<file path="src/rtl/mem_initiator.sv">
// mem_initiator
//   Bus initiator that arbitrates an instruction-fetch port and a data port
//   onto one single-port memory. One transaction is in flight at a time; the
//   response is returned to the port that issued it. A watchdog completes a
//   transaction with zero data and a sticky error if the memory never answers.
//
// Parameters
//   timeout     number of cycles after issue in which mem_ready is accepted
//               (1..65535)
//
// Ports
//   clock       rising-edge clock
//   reset       synchronous active-high reset
//   imem_*      fetch requester: valid/addr in, rdata/ready out
//   dmem_*      data requester: valid/addr/wdata/wstrb in, rdata/ready out
//   mem_*       memory side: valid/instr/addr/wdata/wstrb out, rdata/ready in
//   mem_error   sticky watchdog-expiry flag, cleared only by reset
module mem_initiator #(
  parameter int unsigned timeout = 255
) (
  input  logic        clock,
  input  logic        reset,

  input  logic        imem_valid,
  input  logic [31:0] imem_addr,
  output logic [31:0] imem_rdata,
  output logic        imem_ready,

  input  logic        dmem_valid,
  input  logic [31:0] dmem_addr,
  input  logic [31:0] dmem_wdata,
  input  logic [3:0]  dmem_wstrb,
  output logic [31:0] dmem_rdata,
  output logic        dmem_ready,

  output logic        mem_valid,
  output logic        mem_instr,
  output logic [31:0] mem_addr,
  output logic [31:0] mem_wdata,
  output logic [3:0]  mem_wstrb,
  input  logic [31:0] mem_rdata,
  input  logic        mem_ready,
  output logic        mem_error
);

  localparam logic [15:0] TimeoutW = 16'(timeout);

  typedef enum logic [1:0] {
    IDLE = 2'd0,
    BUSY = 2'd1,
    RESP = 2'd2
  } state_t;

  state_t      state_q, state_d;
  logic [15:0] count_q, count_d;
  logic        last_instr_q, last_instr_d;   // 1: fetch was served last

  logic        mem_valid_d, mem_instr_d, mem_error_d;
  logic [31:0] mem_addr_d, mem_wdata_d;
  logic [3:0]  mem_wstrb_d;
  logic        imem_ready_d, dmem_ready_d;
  logic [31:0] imem_rdata_d, dmem_rdata_d;
  logic [31:0] resp_data;
  logic        pick_instr;

  // Fetch wins when it is alone, or on a tie when data was served last.
  assign pick_instr = imem_valid && (!dmem_valid || !last_instr_q);

  // NOTE: state is updated with non-blocking assignments so every register
  // samples the pre-edge values; blocking here would create ordering races.
  always_ff @(posedge clock) begin
    if (reset) begin
      state_q      <= IDLE;
      count_q      <= '0;
      last_instr_q <= 1'b1;
      mem_valid    <= 1'b0;
      mem_instr    <= 1'b0;
      mem_addr     <= '0;
      mem_wdata    <= '0;
      mem_wstrb    <= '0;
      mem_error    <= 1'b0;
      imem_ready   <= 1'b0;
      dmem_ready   <= 1'b0;
      imem_rdata   <= '0;
      dmem_rdata   <= '0;
    end else begin
      state_q      <= state_d;
      count_q      <= count_d;
      last_instr_q <= last_instr_d;
      mem_valid    <= mem_valid_d;
      mem_instr    <= mem_instr_d;
      mem_addr     <= mem_addr_d;
      mem_wdata    <= mem_wdata_d;
      mem_wstrb    <= mem_wstrb_d;
      mem_error    <= mem_error_d;
      imem_ready   <= imem_ready_d;
      dmem_ready   <= dmem_ready_d;
      imem_rdata   <= imem_rdata_d;
      dmem_rdata   <= dmem_rdata_d;
    end
  end

  always_comb begin
    // NOTE: every signal gets a default before the case so no path leaves
    // one unassigned, which would otherwise infer a latch.
    state_d      = state_q;
    count_d      = count_q;
    last_instr_d = last_instr_q;
    mem_valid_d  = 1'b0;
    mem_instr_d  = mem_instr;
    mem_addr_d   = mem_addr;
    mem_wdata_d  = mem_wdata;
    mem_wstrb_d  = mem_wstrb;
    mem_error_d  = mem_error;
    imem_ready_d = 1'b0;
    dmem_ready_d = 1'b0;
    imem_rdata_d = imem_rdata;
    dmem_rdata_d = dmem_rdata;
    resp_data    = '0;

    unique case (state_q)
      IDLE: begin
        if (imem_valid || dmem_valid) begin
          state_d     = BUSY;
          count_d     = '0;
          mem_valid_d = 1'b1;
          mem_instr_d = pick_instr;
          if (pick_instr) begin
            mem_addr_d  = imem_addr;
            mem_wdata_d = '0;
            mem_wstrb_d = '0;
          end else begin
            mem_addr_d  = dmem_addr;
            mem_wdata_d = dmem_wdata;
            mem_wstrb_d = dmem_wstrb;
          end
        end
      end

      BUSY: begin
        // The issue cycle (mem_valid high) never accepts a response. The count
        // therefore equals the number of accept-window cycles already begun,
        // and the last accepted cycle is the one where it equals timeout.
        if (mem_valid) begin
          count_d = count_q + 16'd1;
        end else if (mem_ready || count_q == TimeoutW) begin
          state_d   = RESP;
          resp_data = mem_ready ? mem_rdata : '0;
          if (!mem_ready) begin
            mem_error_d = 1'b1;
          end
          if (mem_instr) begin
            imem_ready_d = 1'b1;
            imem_rdata_d = resp_data;
          end else begin
            dmem_ready_d = 1'b1;
            dmem_rdata_d = resp_data;
          end
        end else begin
          count_d = count_q + 16'd1;
        end
      end

      RESP: begin
        // Requesters still hold valid in this cycle, so no arbitration here.
        state_d      = IDLE;
        last_instr_d = mem_instr;
      end

      default: state_d = IDLE;
    endcase
  end

endmodule

</file>
<file path="config.mk">
export PLATFORM = sky130hd
export DESIGN_NAME = mem_initiator
export DESIGN_NICKNAME = d
export VERILOG_FILES = /design/src/rtl/mem_initiator.sv
export SDC_FILE = /design/constraint.sdc
export NUM_CORES = 1
export LEC_CHECK = 0
export CELL_PAD_IN_SITES_DETAIL_PLACEMENT = 1
export CELL_PAD_IN_SITES_GLOBAL_PLACEMENT = 2
export CORE_MARGIN = 4
export CORE_UTILIZATION = 25
export CTS_CLUSTER_SIZE = 14
export DETAILED_ROUTE_END_ITERATION = 10
export PLACE_DENSITY = 0.83
export SLEW_MARGIN = 10
export SYNTH_ARGS = -nofsm -noshare
export SYNTH_HDL_FRONTEND = slang
export SYNTH_SLANG_ARGS = --single-unit
</file>
<file path="constraint.sdc">
create_clock -name clock -period 2.4 [get_ports clock]
set_input_delay 0.48 -clock clock [delete_from_list [all_inputs] [get_ports clock]]
set_output_delay 0.48 -clock clock [all_outputs]
set_load 0.005 [all_outputs]
</file>
# --- Word level (Yosys, flattened, before mapping) ---
# Index checks and enable logic that the tools add are counted.
classes:
  addsub: 1
  n_eq_ne: 7
  mux: 15
  n_bitwise: 6
  reduce_logical: 16
ops:
  columns: ["operator", "count"]
  rows:
  - ["$mux 32", 3]
  - ["$mux 16", 3]
  - ["$pmux 16 s2", 1]
  - ["$add 16x1->16 const B", 1]
  - ["$eq 16x8->1 const B", 1]
  - ["$reduce_and 4->1", 3]
  - ["$mux 2", 3]
  - ["$ne 2x2->1 const B", 3]
  - ["$not 1->1", 6]
  - ["$reduce_and 3->1", 2]
  - ["$mux 4", 1]
  - ["$pmux 2 s2", 1]
  - ["$reduce_or 4->1", 1]
  - ["$logic_or 1x1->1", 3]
  - ["$mux 1", 3]
  - ["$ne 3x3->1 const B", 1]
  - ["$eq 2x1->1 const B", 1]
  - ["$eq 2x2->1 const B", 1]
  - ["$logic_not 1->1", 2]
  - ["$logic_not 2->1", 1]
  - ["$reduce_and 2->1", 1]
  - ["$reduce_bool 2->1", 1]
  - ["$reduce_or 2->1", 1]
  - ["$logic_and 1x1->1", 1]
totals:
  register_bits: 156
  inputBits: 137
  wordCells: 58

# --- Longest topological paths before layout ---
# Gate-level depths: netlist of run 1.
logic_depth:
  ltp_word: 5
  ltp_mapped: 7
  mapped_depth_nobuf: 5

# --- Worst setup path before layout of run 1 ---
# No wires, ideal clock.
synth_timing:
  path_type: "flip-flop to flip-flop"
  startpoint: "register count_q[0]"
  endpoint: "register dmem_rdata[23]"
  setup_ns: 0.092
  arrival_ns: 1.591
  slack_ns: 0.717
  path_stages_with_launch: 8
  n_path_buf: 2
  period_less_slack_ns: 1.683
  path_cell_list: "dfxtp_1 -> ha_1 -> and3_4 -> a41oi_2 -> nor2_2 -> buf_6 -> buf_6 -> a311oi_1"
synth_between:
  elab_chain_cells: 3
synth_rtl:
  columns: ["element", "line", "rtl"]
  rows:
  - ["start, declared", "55", "logic [15:0] count_q, count_d;"]
  - ["start signal, assigned", "88", "count_q <= count_d;"]
  - ["$eq 16x8->1", "146", "end else if (mem_ready || count_q == TimeoutW) begin"]
  - ["$logic_or 1x1->1", "146", null]
  - ["$reduce_and 4->1 (no line)", null, null]
  - ["end signal, assigned", "99", "dmem_rdata <= dmem_rdata_d;"]
  - ["end, declared", "33", "output logic [31:0] dmem_rdata,"]
# No other way between the ends.
# A chain may end at the register's enable or synchronous reset.

# --- Worst setup path in the final report of run 1 ---
layout_timing:
  startpoint: "register mem_valid"
  endpoint: "output port mem_valid"
layout_lines:
  columns: ["element", "line", "rtl"]
  rows:
  - ["start, declared", "36", "output logic mem_valid,"]
  - ["start signal, assigned", "90", "mem_valid <= mem_valid_d;"]
# No word-level cell between the ends.

==> out/metrics.cfg, run 1 <==
[floorplanning]
start_util=0.253
num_io_pins=274
die_h_um=170
row_count=59
coreArea_mm2=0.0260
fp.dieArea_mm2=0.0289
die_w_um=170

[setup_path]
cp_slowest_cell=dfxtp_1
critPathArrivalTime_ns=1.64
crit_path_start_kind=flop
cp-end-kind=primary output
crit_buf_inv=1
path_max_fanout=10
path_class=flop to primary output
critical_path.top_delay_family=flip-flops
crit_required_ns=1.92
cp_cell_sequence=clkdlybuf4s50_1
cpPeakStageDelay_ns=0.61

[sta]
period_share=0.883
slew_headroom=0.563
fmax_ghz=0.472
rsz0062_at_grt=false
finalSetupViolCount=0
fin_ws_ns=0.281
tns_ns=0
finalMaxSlewViolations=0
post-route-min-period_ns=2.12
tightest_slew_ns=0.656
hold_violations=0
clock_skew_ns=0.0113

[final_layout]
final_area_mm2=0.0102
final_nets=1053
syn2layout_area_growth_pct=56.0
layout-drive-gt1-share=0.0862
antenna_cells=0

[synth]
ys_warn_count=0
syn_avg_cell_area_um2=9.70
synth_edf_count=0
ys.flop_type=dfxtp_1
netlist_area_mm2=0.00657
synth.distinct_cells=49
synth_top_area_share=0.476
ys_seq_area_frac=0.476
synthTopCellsByCount=dfxtp_1, nor2_1, a31oi_1, a311oi_1
yosysMostFrequentCell=dfxtp_1
synth_top_area_cell=dfxtp_1
synthTopCellsByArea=dfxtp_1, a311oi_1, a31oi_1
synthArstFlopShare=0
synth_seq_cells=156
syn_inst=677
synth.net_count=815

[clocking]
cts.sinks=156
cts_tree=built
clockBufferDepth=2
numCtsBuffers=17
ctsHoldBuffers=0
postCtsSetupRepairBufs=0
post_cts_resized=0
h-tree-depth=4
clk_pin_slew_worst_paths_ns=0.07
clock_latency_ns=0.42
cts_root_buf=clkbuf_16

[outcome]
run_status=complete, no violations

[power_and_ir_drop]
switching_share=0.275
combPwrFrac=0.183
peakVddDrop_mv=0.477
clkPwrFrac=0.406
p_int_w=0.00497
power_density_mw_per_mm2=670
leakage_nw=3.41
p_switching_w=0.00189
p_seq_frac=0.411

[drt]
wirelength_um=22300
dr.pass1.iters=4
dr_total_vias=6348
via_per_inst=5.03
drtIter0Drc=367
drcViolationCount=0
antenna_left=0
post_drt_wl_per_cell_um=17.6

[global_route]
grt_use_total=0.150
grt_pass1_wl_um=35300
grt_pass1_vias=6485
grt_max_degree=66
grt_antenna_before_repair=0
grt-ovfl-total=0

[placement]
dpl_worst_slack_ns=0.203
numPortBuffers=273
gp_congestion=0.780
hpwl_um=15700
placed_area_mm2=0.00964

[worst_hold_path]
hp-class=primary input to flop

[job]
drv_cap=0

[routing by layer]
layer	GRT usage	wire (µm)	vias up
met3	0.0581	1840	16
met1	0.190	9820	3033
met2	0.243	10400	201
li1	-	-	3098
met4	0.0333	226	0
met5	0	0	-
[power groups by stage]
stage	logic [W]	registers [W]	clock network, W
2_1_floorplan	0.000555	0.00288	0
3_3_place_gp	0.00126	0.00287	0
3_5_place_dp	0.00127	0.00288	0
4_1_cts	0.00128	0.00282	0.00289
5_1_grt	0.00137	0.00284	0.00300
6_report	0.00126	0.00282	0.00279
[area by class of cell]
class | instances | area (µm²)
Tap cell | 335 | 419
Sequential cell | 156 | 3120
Multi-Input combinational cell | 433 | 3050
Timing Repair Buffer | 291 | 2990
Inverter | 16 | 60.1
Fill cell | 2945 | 15700
Clock buffer | 18 | 429
Clock inverter | 14 | 174
[state kept, by name (all words and copies together), names as in the netlist]
signal        flops
imem_ready        1
state_q           2
dmem_ready        1
imem_rdata       32
mem_wstrb         4
mem_error         1
mem_wdata        32
count_q          16
mem_addr         32
mem_instr         1
dmem_rdata       32
last_instr_q      1
mem_valid         1
[cell usage in the layout (no fill, tap or decap), drive strengths merged, types with 2 or more instances in the layout]
cell / instances
clkdlybuf4s50: 272
dfxtp: 156
nor2: 76
a31oi: 65
a311oi: 65
nand2: 36
a22oi: 36
mux2i: 33
a211oi: 32
inv: 23
buf: 19
clkbuf: 18
o211ai: 13
nand3: 8
o2111ai: 7
nor3: 6
o21ai: 5
and4: 5
nand4: 4
or3: 4
and3: 4
nor2b: 4
clkinv: 4
nor4: 4
nand2b: 3
o221ai: 3
or2: 2
a21oi: 2
a211o: 2
bufinv: 2
and2b: 2
[cells by family after synthesis]
kind of cell / share of synthesized area
AO/OA/AOI/OAI: 0.290
AND/OR/NAND/NOR: 0.117
multiplexers: 0.0503
flip-flops: 0.476
buffers and inverters: 0.0652
adder cells (fa/ha/maj): 0.00191
[through the flow]
step	cells	util	power [W]	hold WS, ns
4_1_cts	1263	0.394	0.00699	0.298
3_5_place_dp	1231	0.371	0.00416	0.462
5_1_grt	1263	0.394	0.00722	0.319
3_3_place_gp	1231	0.371	0.00413	0.450
2_1_floorplan	677	-	0.00343	0.450
6_report	1263	0.394	0.00686	0.324
[worst paths after layout]
kind                                               from                           to  slack [ns]  cells past startpoint
worst max-delay path               mem_valid$_SDFF_PP0_                    mem_valid        0.28                      1
worst min-delay path                              reset      state_q[0]$_SDFFE_PP0P_        0.32                      2
worst max register to register  count_q[0]$_SDFFE_PP0P_  imem_rdata[23]$_SDFFE_PP0P_        0.42                      6
worst min register to register   mem_error$_SDFFE_PP0P_       mem_error$_SDFFE_PP0P_        0.47                      2
No activity file was read; power rests on OpenSTA's default activity.
==> run 2: changes to the inputs <==
--- a/config.mk
+++ b/config.mk
@@ -12,6 +12,7 @@
 export CTS_CLUSTER_SIZE = 14
 export DETAILED_ROUTE_END_ITERATION = 10
 export PLACE_DENSITY = 0.83
+export SKIP_LAST_GASP = 1
 export SLEW_MARGIN = 10
 export SYNTH_ARGS = -nofsm -noshare
 export SYNTH_HDL_FRONTEND = slang
==> constraint.sdc (replaced) <==
create_clock -name clock -period 2.1 [get_ports clock]
set_input_delay 0.42 -clock clock [delete_from_list [all_inputs] [get_ports clock]]
set_output_delay 0.42 -clock clock [all_outputs]
set_load 0.005 [all_outputs]
==> run 2 against run 1 <==
  * Combinational power increased by 18%
  * Global-route usage up 0.36 points
  * Sequential cell count unchanged
  * Critical path depth grew 5
  * Clock-buffer cell count is the same
  * Register-to-register slack worse by 0.27 ns
==> out/metrics.cfg, run 2 (same netlist as run 1, synthesis figures left out) <==
[outcome]
run_status=complete, no violations

[final_layout]
final_nets=1067  ; +1.3%
layout_common_cells=clkdlybuf4s50_1, dfxtp_1, nor2_1
antenna_cells=0  ; unchanged
layout_commonest_cell=clkdlybuf4s50_1
regArea_mm2=0.00312  ; about the same
fill_cells=2932  ; -0.44%
syn2layout_area_growth_pct=57.8
multi_input_area_mm2=0.00305  ; unchanged
layout-drive-gt1-share=0.101  ; +0.0146

[power_and_ir_drop]
p_switching_w=0.00227  ; +20%
finalPower_w=0.00779  ; +13%
peakVddDrop_mv=0.537  ; +12%
power_density_mw_per_mm2=752  ; +12%
p_int_w=0.00552  ; +11%
clkPwrFrac=0.395  ; -0.011
leakage_nw=3.48  ; +2.1%
p_seq_frac=0.414  ; +0.003
switching_share=0.292  ; +0.0163
combPwrFrac=0.191  ; +0.008

[setup_path]
cp-end-kind=flop
cp_cell_sequence=ha_1 -> and3_4 -> a41oi_2 -> buf_4 -> o211a_1 -> o31ai_1
path_max_fanout=7  ; -3
crit_path_start_kind=flop
critPathArrivalTime_ns=2.27  ; +0.63 ns
worstRegToRegCells=6  ; unchanged
cp_slowest_cell=dfxtp_1
r2r_start=count_q[0]$_SDFFE_PP0P_
r2r_slack_ns=0.15  ; -0.27 ns
cpPeakStageDelay_ns=0.42  ; -0.19 ns
r2r_end=count_q[6]$_SDFFE_PP0P_
crit_required_ns=2.42  ; +0.50 ns
path_class=flop to flop

[drt]
via_per_inst=5.08  ; +1.0%
wirelength_um=23100  ; +3.7%
drcViolationCount=0  ; unchanged
dr.pass1.iters=4  ; unchanged
antenna_left=0  ; unchanged
post_drt_wl_per_cell_um=18.1  ; +2.6%
drtIter0Drc=427  ; +16%
dr_total_vias=6485  ; +2.2%

[sta]
holdWs_ns=0.429  ; +0.104 ns
period_share=0.927
slew_headroom=0.416  ; -0.146
clock_skew_ns=0.0147  ; +0.00346 ns
tightest_slew_ns=0.876  ; +0.220 ns
finalSetupViolCount=0  ; unchanged
post-route-min-period_ns=1.95
fmax_ghz=0.514
finalMaxSlewViolations=0  ; unchanged
hold_violations=0  ; unchanged
rsz0062_at_grt=false
tns_ns=0  ; unchanged

[clocking]
cts_root_buf=clkbuf_16
cts.sinks=156  ; unchanged
clockBufferDepth=2  ; unchanged
clock_latency_ns=0.43  ; about the same
clk_pin_slew_worst_paths_ns=0.08  ; about the same
cts_tree=built
h-tree-depth=4  ; unchanged
numCtsBuffers=17  ; unchanged
postCtsSetupRepairBufs=0  ; unchanged

[worst_hold_path]
hold_path_end=mem_wdata[19]$_SDFFE_PP0P_
hp-class=primary input to flop
hold_depth=3  ; +1
hp-start=reset

[floorplanning]
num_io_pins=274  ; unchanged
die_w_um=170  ; unchanged
die_h_um=170  ; unchanged
row_count=59  ; unchanged
coreArea_mm2=0.0260  ; unchanged
fp.dieArea_mm2=0.0289  ; unchanged
start_util=0.253  ; unchanged

[placement]
numPortBuffers=273  ; unchanged
gp_congestion=0.753  ; -3.4%
hpwl_um=16500  ; +5.2%

[global_route]
grt_pass1_wl_um=36100  ; +2.3%
grt_use_total=0.153  ; +0.00362
grt_pass1_vias=6581  ; +1.5%
grt_antenna_before_repair=0  ; unchanged
grt-ovfl-total=0  ; unchanged
grt_max_degree=69  ; +4.5%

[job]
drv_cap=0  ; unchanged

## run 2: changes by cell type in the layout (fill, tap and decap cells not counted), moves of 2 or more
cell | previous run | this run
buf_4 | 9 | 20
inv_6 | 6 | 1
inv_8 | 1 | 6
buf_12 | 10 | 13
bufinv_16 | 2 | 0
## run 2: worst max-delay path by stage
stage / from / end / cells past startpoint
after floorplan: count_q[0]$_SDFFE_PP0P_ / dmem_rdata[23]$_SDFFE_PP0P_ / 7
after global placement: mem_ready / imem_rdata[27]$_SDFFE_PP0P_ / 6
after detailed placement: mem_ready / dmem_rdata[17]$_SDFFE_PP0P_ / 6
after CTS: mem_instr$_SDFFE_PP0P_ / mem_instr / 1
after global routing: count_q[0]$_SDFFE_PP0P_ / imem_rdata[27]$_SDFFE_PP0P_ / 6
final: count_q[0]$_SDFFE_PP0P_ / count_q[6]$_SDFFE_PP0P_ / 6
## run 2: critical path, delay by kind of cell, from the launching register on
kind                       cells  cell delay, ns
and+or+nand+nor                1            0.23
DFF                            1            0.42
adders and majority gates      1            0.25
buffers and inverters          1            0.26
AOI/OAI and AO/OA              3            0.69
## run 2: repair_timing
item,4_1_cts,5_1_grt
endpoints found under the hold margin,0,0
hold buffers,0,0
resized for setup,0,1
endpoints found under the setup margin,0,1
## run 2: final cells by class
type,instances,share of cell area
clock buffer,18,0.0414
clock inverter,14,0.0146
inverter,16,0.00579
multi-input combinational,433,0.294
sequential,156,0.301
tap,335,0.0404
timing repair buffer,305,0.302
## run 2: per-layer routing
layer | track usage | part of all wire | vias up
met3 | 0.0599 | 0.087 | 21
li1 | - | - | 3130
met5 | 0 | 0 | -
met4 | 0.0389 | 0.015 | 0
met2 | 0.248 | 0.46 | 228
met1 | 0.192 | 0.43 | 3106
## run 2: through the flow
stage          cell area [µm²]  cells  worst slack (ns)  utilization
6_report                 10400   1277             0.154        0.399
3_3_place_gp              9780   1245            0.0941        0.376
5_1_grt                  10400   1277           0.00562        0.399
2_1_floorplan             6570    677             0.417            -
4_1_cts                  10400   1277            0.0379        0.399
3_5_place_dp              9780   1245            0.0686        0.376
## run 2: power by group through the flow
stage | clock (W) | sequential (W) | combinational (W)
after floorplan | 0 | 0.00329 | 0.000634
after global placement | 0 | 0.00328 | 0.00148
after detailed placement | 0 | 0.00329 | 0.00151
after CTS | 0.00321 | 0.00322 | 0.00151
after global routing | 0.00333 | 0.00324 | 0.00162
final | 0.00308 | 0.00322 | 0.00149
==> run 3: changes to the inputs <==
--- a/config.mk
+++ b/config.mk
@@ -5,13 +5,14 @@
 export SDC_FILE = /design/constraint.sdc
 export NUM_CORES = 1
 export LEC_CHECK = 0
+export ABC_AREA = 1
 export CELL_PAD_IN_SITES_DETAIL_PLACEMENT = 1
 export CELL_PAD_IN_SITES_GLOBAL_PLACEMENT = 2
 export CORE_MARGIN = 4
-export CORE_UTILIZATION = 25
+export CORE_UTILIZATION = 22
 export CTS_CLUSTER_SIZE = 14
 export DETAILED_ROUTE_END_ITERATION = 10
-export PLACE_DENSITY = 0.83
+export PLACE_DENSITY = 0.81
 export SKIP_LAST_GASP = 1
 export SLEW_MARGIN = 10
 export SYNTH_ARGS = -nofsm -noshare
==> run 3 against run 2 <==
  * Hold slack better by 0.045 ns
  * Largest cell class is now flip-flops and latches
  * Maximum frequency is 0.58% higher
  * Area after synthesis rose by 4.0%
  * Via count increased by 8.5%
  * Clock skew shrank 0.0018 ns
  * First-iteration DRC count fell by 34%
  * Sequential share of layout area fell by 0.94 points
  * Register-to-register slack improved by 0.08 ns
  * Die area is 17% higher
  * Critical endpoint is now mem_instr
  * Final area up 3.2%
==> out/metrics.cfg, run 3 <==
[clocking]
clk_pin_slew_worst_paths_ns=0.07  ; about the same
cts_root_buf=clkbuf_16
cts_tree=built
clockBufferDepth=2  ; unchanged
clock_latency_ns=0.43  ; about the same
postCtsSetupRepairBufs=0  ; unchanged
ctsHoldBuffers=0  ; unchanged
h-tree-depth=4  ; unchanged
numCtsBuffers=17  ; unchanged
cts.sinks=156  ; unchanged
post_cts_resized=0  ; unchanged

[synth]
syn_inst=1009  ; +49%
synth.net_count=1147  ; +41%
synth_top_area_cell=dfxtp_1
ys_seq_area_frac=0.457  ; -0.0181
synth.distinct_cells=29  ; -41%
yosysMostFrequentCell=nand2_1
synth_edf_count=0  ; unchanged
netlist_area_mm2=0.00683  ; +4.0%
synth_top_area_share=0.457  ; -0.0181
ys.flop_type=dfxtp_1
syn_avg_cell_area_um2=6.77  ; -30%
ys_warn_count=0  ; unchanged
synthTopCellsByCount=nand2_1, dfxtp_1, nor2_1, inv_1, clkbuf_1
synthTopCellsByArea=dfxtp_1, nand2_1, nor2_1
synth_seq_cells=156  ; unchanged
synthArstFlopShare=0  ; unchanged

[sta]
finalSetupViolCount=0  ; unchanged
rsz0062_at_grt=true
fin_ws_ns=0.165  ; +0.0113 ns
clock_skew_ns=0.0129  ; -0.00185 ns
tightest_slew_ns=0.624  ; -0.251 ns
tns_ns=0  ; unchanged
fmax_ghz=0.517  ; +0.58%
holdWs_ns=0.473  ; +0.0446 ns
slew_headroom=0.584  ; +0.167
finalMaxSlewViolations=0  ; unchanged
hold_violations=0  ; unchanged
period_share=0.921  ; -0.00539
post-route-min-period_ns=1.94  ; -0.0113 ns

[setup_path]
cp_cell_sequence=clkdlybuf4s50_1
path_class=flop to primary output
cp_slowest_cell=clkdlybuf4s50_1
crit_required_ns=1.68  ; -0.74 ns
cpPeakStageDelay_ns=0.61  ; +0.19 ns
crit_path_start_kind=flop
cp-end-kind=primary output
critical_path.top_delay_family=buffers and inverters
critPathArrivalTime_ns=1.52  ; -0.75 ns
path_max_fanout=4  ; -3
crit_buf_inv=1  ; unchanged

[final_layout]
fill_cells=3772  ; +29%
final_nets=1408  ; +32%
layout-drive-gt1-share=0.0585  ; -0.0424
syn2layout_area_growth_pct=56.7
stdcell_count=1681  ; +32%
layout_commonest_cell=nand2_1
layout_common_cells=nand2_1, clkdlybuf4s50_1, dfxtp_1

[drt]
antenna_left=0  ; unchanged
wirelength_um=25400  ; +10%
post_drt_wl_per_cell_um=15.1  ; -16%
dr.pass1.iters=4  ; unchanged
dr_total_vias=7034  ; +8.5%
via_per_inst=4.18  ; -18%
drtIter0Drc=280  ; -34%
drcViolationCount=0  ; unchanged

[global_route]
grt_antenna_before_repair=1  ; +1
grt_pass1_vias=7291  ; +11%
grt_pass1_wl_um=40100  ; +11%
grt-ovfl-total=0  ; unchanged
grt_max_degree=73  ; +5.8%
grt_use_total=0.148  ; -0.00509

[floorplanning]
fp.dieArea_mm2=0.0339  ; +17%
die_w_um=184  ; +8.3%
die_h_um=184  ; +8.3%
coreArea_mm2=0.0306  ; +18%
num_io_pins=274  ; unchanged
start_util=0.223  ; -0.0295
row_count=64  ; +8.5%

[worst_hold_path]
hp-class=flop to flop

[power_and_ir_drop]
leakage_nw=4.49  ; +29%
power_density_mw_per_mm2=754  ; +0.35%
finalPower_w=0.00807  ; +3.6%
peakVddDrop_mv=0.448  ; -17%

[placement]
hpwl_um=18400  ; +12%
numPortBuffers=273  ; unchanged
dpl.cell_count=1647  ; +32%
dpl_worst_slack_ns=0.0710  ; +0.00241 ns
gp_congestion=0.791  ; +5.0%

[outcome]
run_status=complete, no violations

[job]
drv_cap=0  ; unchanged

-- run 3: cell count changes after synthesis, moves of 33 or more --
cell      previous run  this run
nand2_1             36       339
inv_1               16       143
nor2_1              75       145
a311oi_1            49         0
o21ai_0              0        34
a31oi_1             65        32
mux2i_1             33         0
-- run 3: logic make-up after synthesis --
logic type      after synthesis  share of synthesized area
simple gates                525                      0.304
buf+inv                     204                      0.122
flops                       156                      0.457
compound gates              117                      0.106
xor+xnor                      6                    0.00770
fa+ha+maj                     1                    0.00183
-- run 3: path summary, 6_finish.rpt --
path                                start                          end  slack [ns]  depth (start not counted)
hold reg to reg    mem_error$_SDFFE_PP0P_       mem_error$_SDFFE_PP0P_        0.47                          2
setup reg to reg  count_q[0]$_SDFFE_PP0P_  imem_rdata[14]$_SDFFE_PP0P_        0.23                         12
setup / recovery   mem_instr$_SDFFE_PP0P_                    mem_instr        0.16                          1
hold / removal     mem_error$_SDFFE_PP0P_       mem_error$_SDFFE_PP0P_        0.47                          2
-- run 3: area by class of cell --
class,count,area [µm²],share of cell area
sequential,156,3120,0.292
timing repair buffer,298,3030,0.283
multi-input combinational,649,2880,0.270
inverter,148,558,0.0522
tap,396,495,0.0463
clock buffer,19,453,0.0424
clock inverter,13,148,0.0138
antenna,2,5.00,0.000468
-- run 3: layer usage --
| layer | share of wire | vias to the layer above | routed length (µm) | GRT usage |
|---|---|---|---|---|
| li1 | - | 3596 | - | - |
| met1 | 0.46 | 3181 | 11800 | 0.195 |
| met2 | 0.42 | 240 | 10800 | 0.226 |
| met3 | 0.10 | 17 | 2630 | 0.0673 |
| met4 | 0.0094 | 0 | 239 | 0.0290 |
| met5 | 0 | - | 0 | 0 |
-- run 3: metrics by stage --
stage / util / area [µm²]
after floorplan: - / 6830
after global placement: 0.330 / 10100
after detailed placement: 0.330 / 10100
after CTS: 0.349 / 10700
after global routing: 0.350 / 10700
final: 0.350 / 10700
-- run 3: report_power, final --
group | internal, W | switching (W)
clock | 0.00176 | 0.00146
sequential | 0.00317 | 0.000120
combinational | 0.000829 | 0.000734
total | 0.00576 | 0.00231
==> edit (config.mk and constraints of run 1) <==
Register the output `mem_error` once more, without a reset; this adds one clock of latency there. The other outputs are not delayed to match.
--- a/src/rtl/mem_initiator.sv
+++ b/src/rtl/mem_initiator.sv
@@ -52,4 +52,6 @@
   } state_t;
 
+  logic mem_error_s0;
+
   state_t      state_q, state_d;
   logic [15:0] count_q, count_d;
@@ -79,5 +81,5 @@
       mem_wdata    <= '0;
       mem_wstrb    <= '0;
-      mem_error    <= 1'b0;
+      mem_error_s0 <= 1'b0;
       imem_ready   <= 1'b0;
       dmem_ready   <= 1'b0;
@@ -93,5 +95,5 @@
       mem_wdata    <= mem_wdata_d;
       mem_wstrb    <= mem_wstrb_d;
-      mem_error    <= mem_error_d;
+      mem_error_s0 <= mem_error_d;
       imem_ready   <= imem_ready_d;
       dmem_ready   <= dmem_ready_d;
@@ -112,5 +114,5 @@
     mem_wdata_d  = mem_wdata;
     mem_wstrb_d  = mem_wstrb;
-    mem_error_d  = mem_error;
+    mem_error_d  = mem_error_s0;
     imem_ready_d = 1'b0;
     dmem_ready_d = 1'b0;
@@ -172,4 +174,8 @@
   end
 
+  always_ff @(posedge clock) begin
+    mem_error <= mem_error_s0;
+  end
+
 endmodule
 
Function: no difference found for any inputs over 4 cycles, from zero or initial values and one cycle with reset high; that may be too few to reach the edited logic, so the function may still have changed.
==> edit against run 1 <==
  * Sequential share of layout area decreased by 0.080 points
  * Total power increased by 0.73%
  * Highest routed layer unchanged
  * Synthesized area increased by 0.30%
  * Critical endpoint is now count_q[11]$_SDFFE_PP0P_
  * Cell count increased by 0.55%
  * Routed wire length increased by 2.1%
  * Sequential cell count increased by 1
  * Worst setup slack improved by 0.077 ns
  * Cell area increased by 0.90%
==> edit: results (changes against run 1) <==
| Metric | Value |
|---|---|
| Status | finished clean |
| Global-route met1 utilization | 19.07% (+0.11 points) |
| Sequential share of cell area | 30.41% (-0.080 points) |
| Seq_cells | 157 (+0.64%) |
| Hold depth | 0 (-2) |
| Vias/cell | 5.021 (about the same) |
| R2r setup slk | 0.36 ns (-0.06 ns) |
| Crit path to | count_q[11]$_SDFFE_PP0P_ |
| Multi-input logic portion of the cell area | 29.48% (-0.27 points) |
| Leak Pwr | 3.454 nW (+1.3%) |
| Fillers | 2,915 (-1.0%) |
| Initial DRC Count | 349 (-4.9%) |
| Crit path max-delay family | compound AO/OA/AOI/OAI gates |
| Post-synth top cells | dfxtp_1, nor2_1, a31oi_1 |
| Routed len/inst | 17.90 um (+1.6%) |
| Post-DP HPWL | 16.02 mm (+2.1%) |
| Worst Skew | 0.01519 ns (+0.003931 ns) |
| CP max FO | 14 (+4) |
| Cell Area, Placed | 9717 sq um (+0.80%) |
| Met3 Use GR | 6.179% (+0.37 points) |
| Worst vdd ir | 0.0002955 V (-38%) |
| Sequential fraction of the synthesis area | 47.72% (+0.16 points) |
| Met1 wire length | 9.884 mm (+0.69%) |
| Placer Congestion | 0.7300 (-6.4%) |
| Global-route usage over all layers | 15.28% (+0.31 points) |
| Crit. End Element | register |
| Critical path launch point | count_q[0]$_SDFFE_PP0P_ |
| Hold WC Path Type | reg2reg |
| Final net count | 1,060 (+0.66%) |
| M2 GR Usage | 24.48% (+0.22 points) |
| Ranking of synthesized cells by area | dfxtp_1, a311oi_1, a31oi_1 |
| Share of layout cells above drive strength 1 | 9.305% (+0.68 points) |
| Vias in the first global route | 6,473 (-0.19%) |
| Compound-Gate Fraction of Synth Area | 28.91% (-0.088 points) |
| Met3 routed WL | 2.052 mm (+12%) |
| Clock buf/inv share | 5.981% (+0.093 points) |
| Non-clk buf share | 29.49% (+0.30 points) |
| Largest net degree at the start of global routing | 90 (+36%) |
| Multiplexer share of the synthesized area | 5.015% (-0.015 points) |
| First-pass GRT wire length | 35.58 mm (+0.78%) |
| Max transition margin | 58.98% (+2.7 points) |
| Adder-Cell Fraction of Synth Area | 0.1900% (-0.00058 points) |
| Syn nets | 816 (+0.12%) |
| Routed wl met2 | 10.52 mm (+1.4%) |
| Slowest stage delay, CP | 0.42 ns (-0.19 ns) |
| Non-clk bufs | 297 (+2.1%) |
[edit: changes by cell type in the layout (fill, tap and decap cells not counted)]
cell / change
clkinv_8: +3
clkinvlp_4: +1
clkbuf_1: -1
buf_4: +5
clkinv_4: -1
buf_12: +1
dfxtp_1: +1
inv_6: -4
bufinv_16: -1
clkbuf_8: +1
inv_8: +2
[edit: how the worst min path moves through the flow]
| stage | startpoint | endpoint | slack (ns) |
|---|---|---|---|
| after floorplan | mem_error_s0$_SDFFE_PP0P_ | mem_error$_DFF_P_ | 0.33 |
| after global placement | mem_error_s0$_SDFFE_PP0P_ | mem_error$_DFF_P_ | 0.34 |
| after detailed placement | mem_error_s0$_SDFFE_PP0P_ | mem_error$_DFF_P_ | 0.34 |
| after CTS | mem_error_s0$_SDFFE_PP0P_ | mem_error$_DFF_P_ | 0.36 |
| after global routing | mem_error_s0$_SDFFE_PP0P_ | mem_error$_DFF_P_ | 0.37 |
| final | mem_error_s0$_SDFFE_PP0P_ | mem_error$_DFF_P_ | 0.35 |
[edit: through the flow]
step                util (%)  hold slack (ns)  power, mW  setup slack, ns  std cells
floorplan                  -           0.3308      3.450           0.7175        678
global placement       37.39           0.3445      4.168           0.2428       1238
detailed placement     37.39           0.3419      4.186           0.2180       1238
CTS                    39.77           0.3558      7.053           0.3596       1270
global route           39.77           0.3672      7.285           0.2324       1270
finish                 39.77           0.3533      6.914           0.3571       1270
[edit: where the power goes]
part           internal (mW)  switching [mW]  total (mW)
Sequential              2.75          0.0863        2.84
Clock                   1.52            1.28        2.80
Combinational          0.676           0.600        1.28
[edit: worst register-to-register path: stages, from the launching register on]
cell and delay, ns:
dfxtp_1 0.42, ha_1 0.25, and3_4 0.24, a41oi_2 0.17, buf_4 0.24, o21ai_1 0.38, o221ai_1 0.20
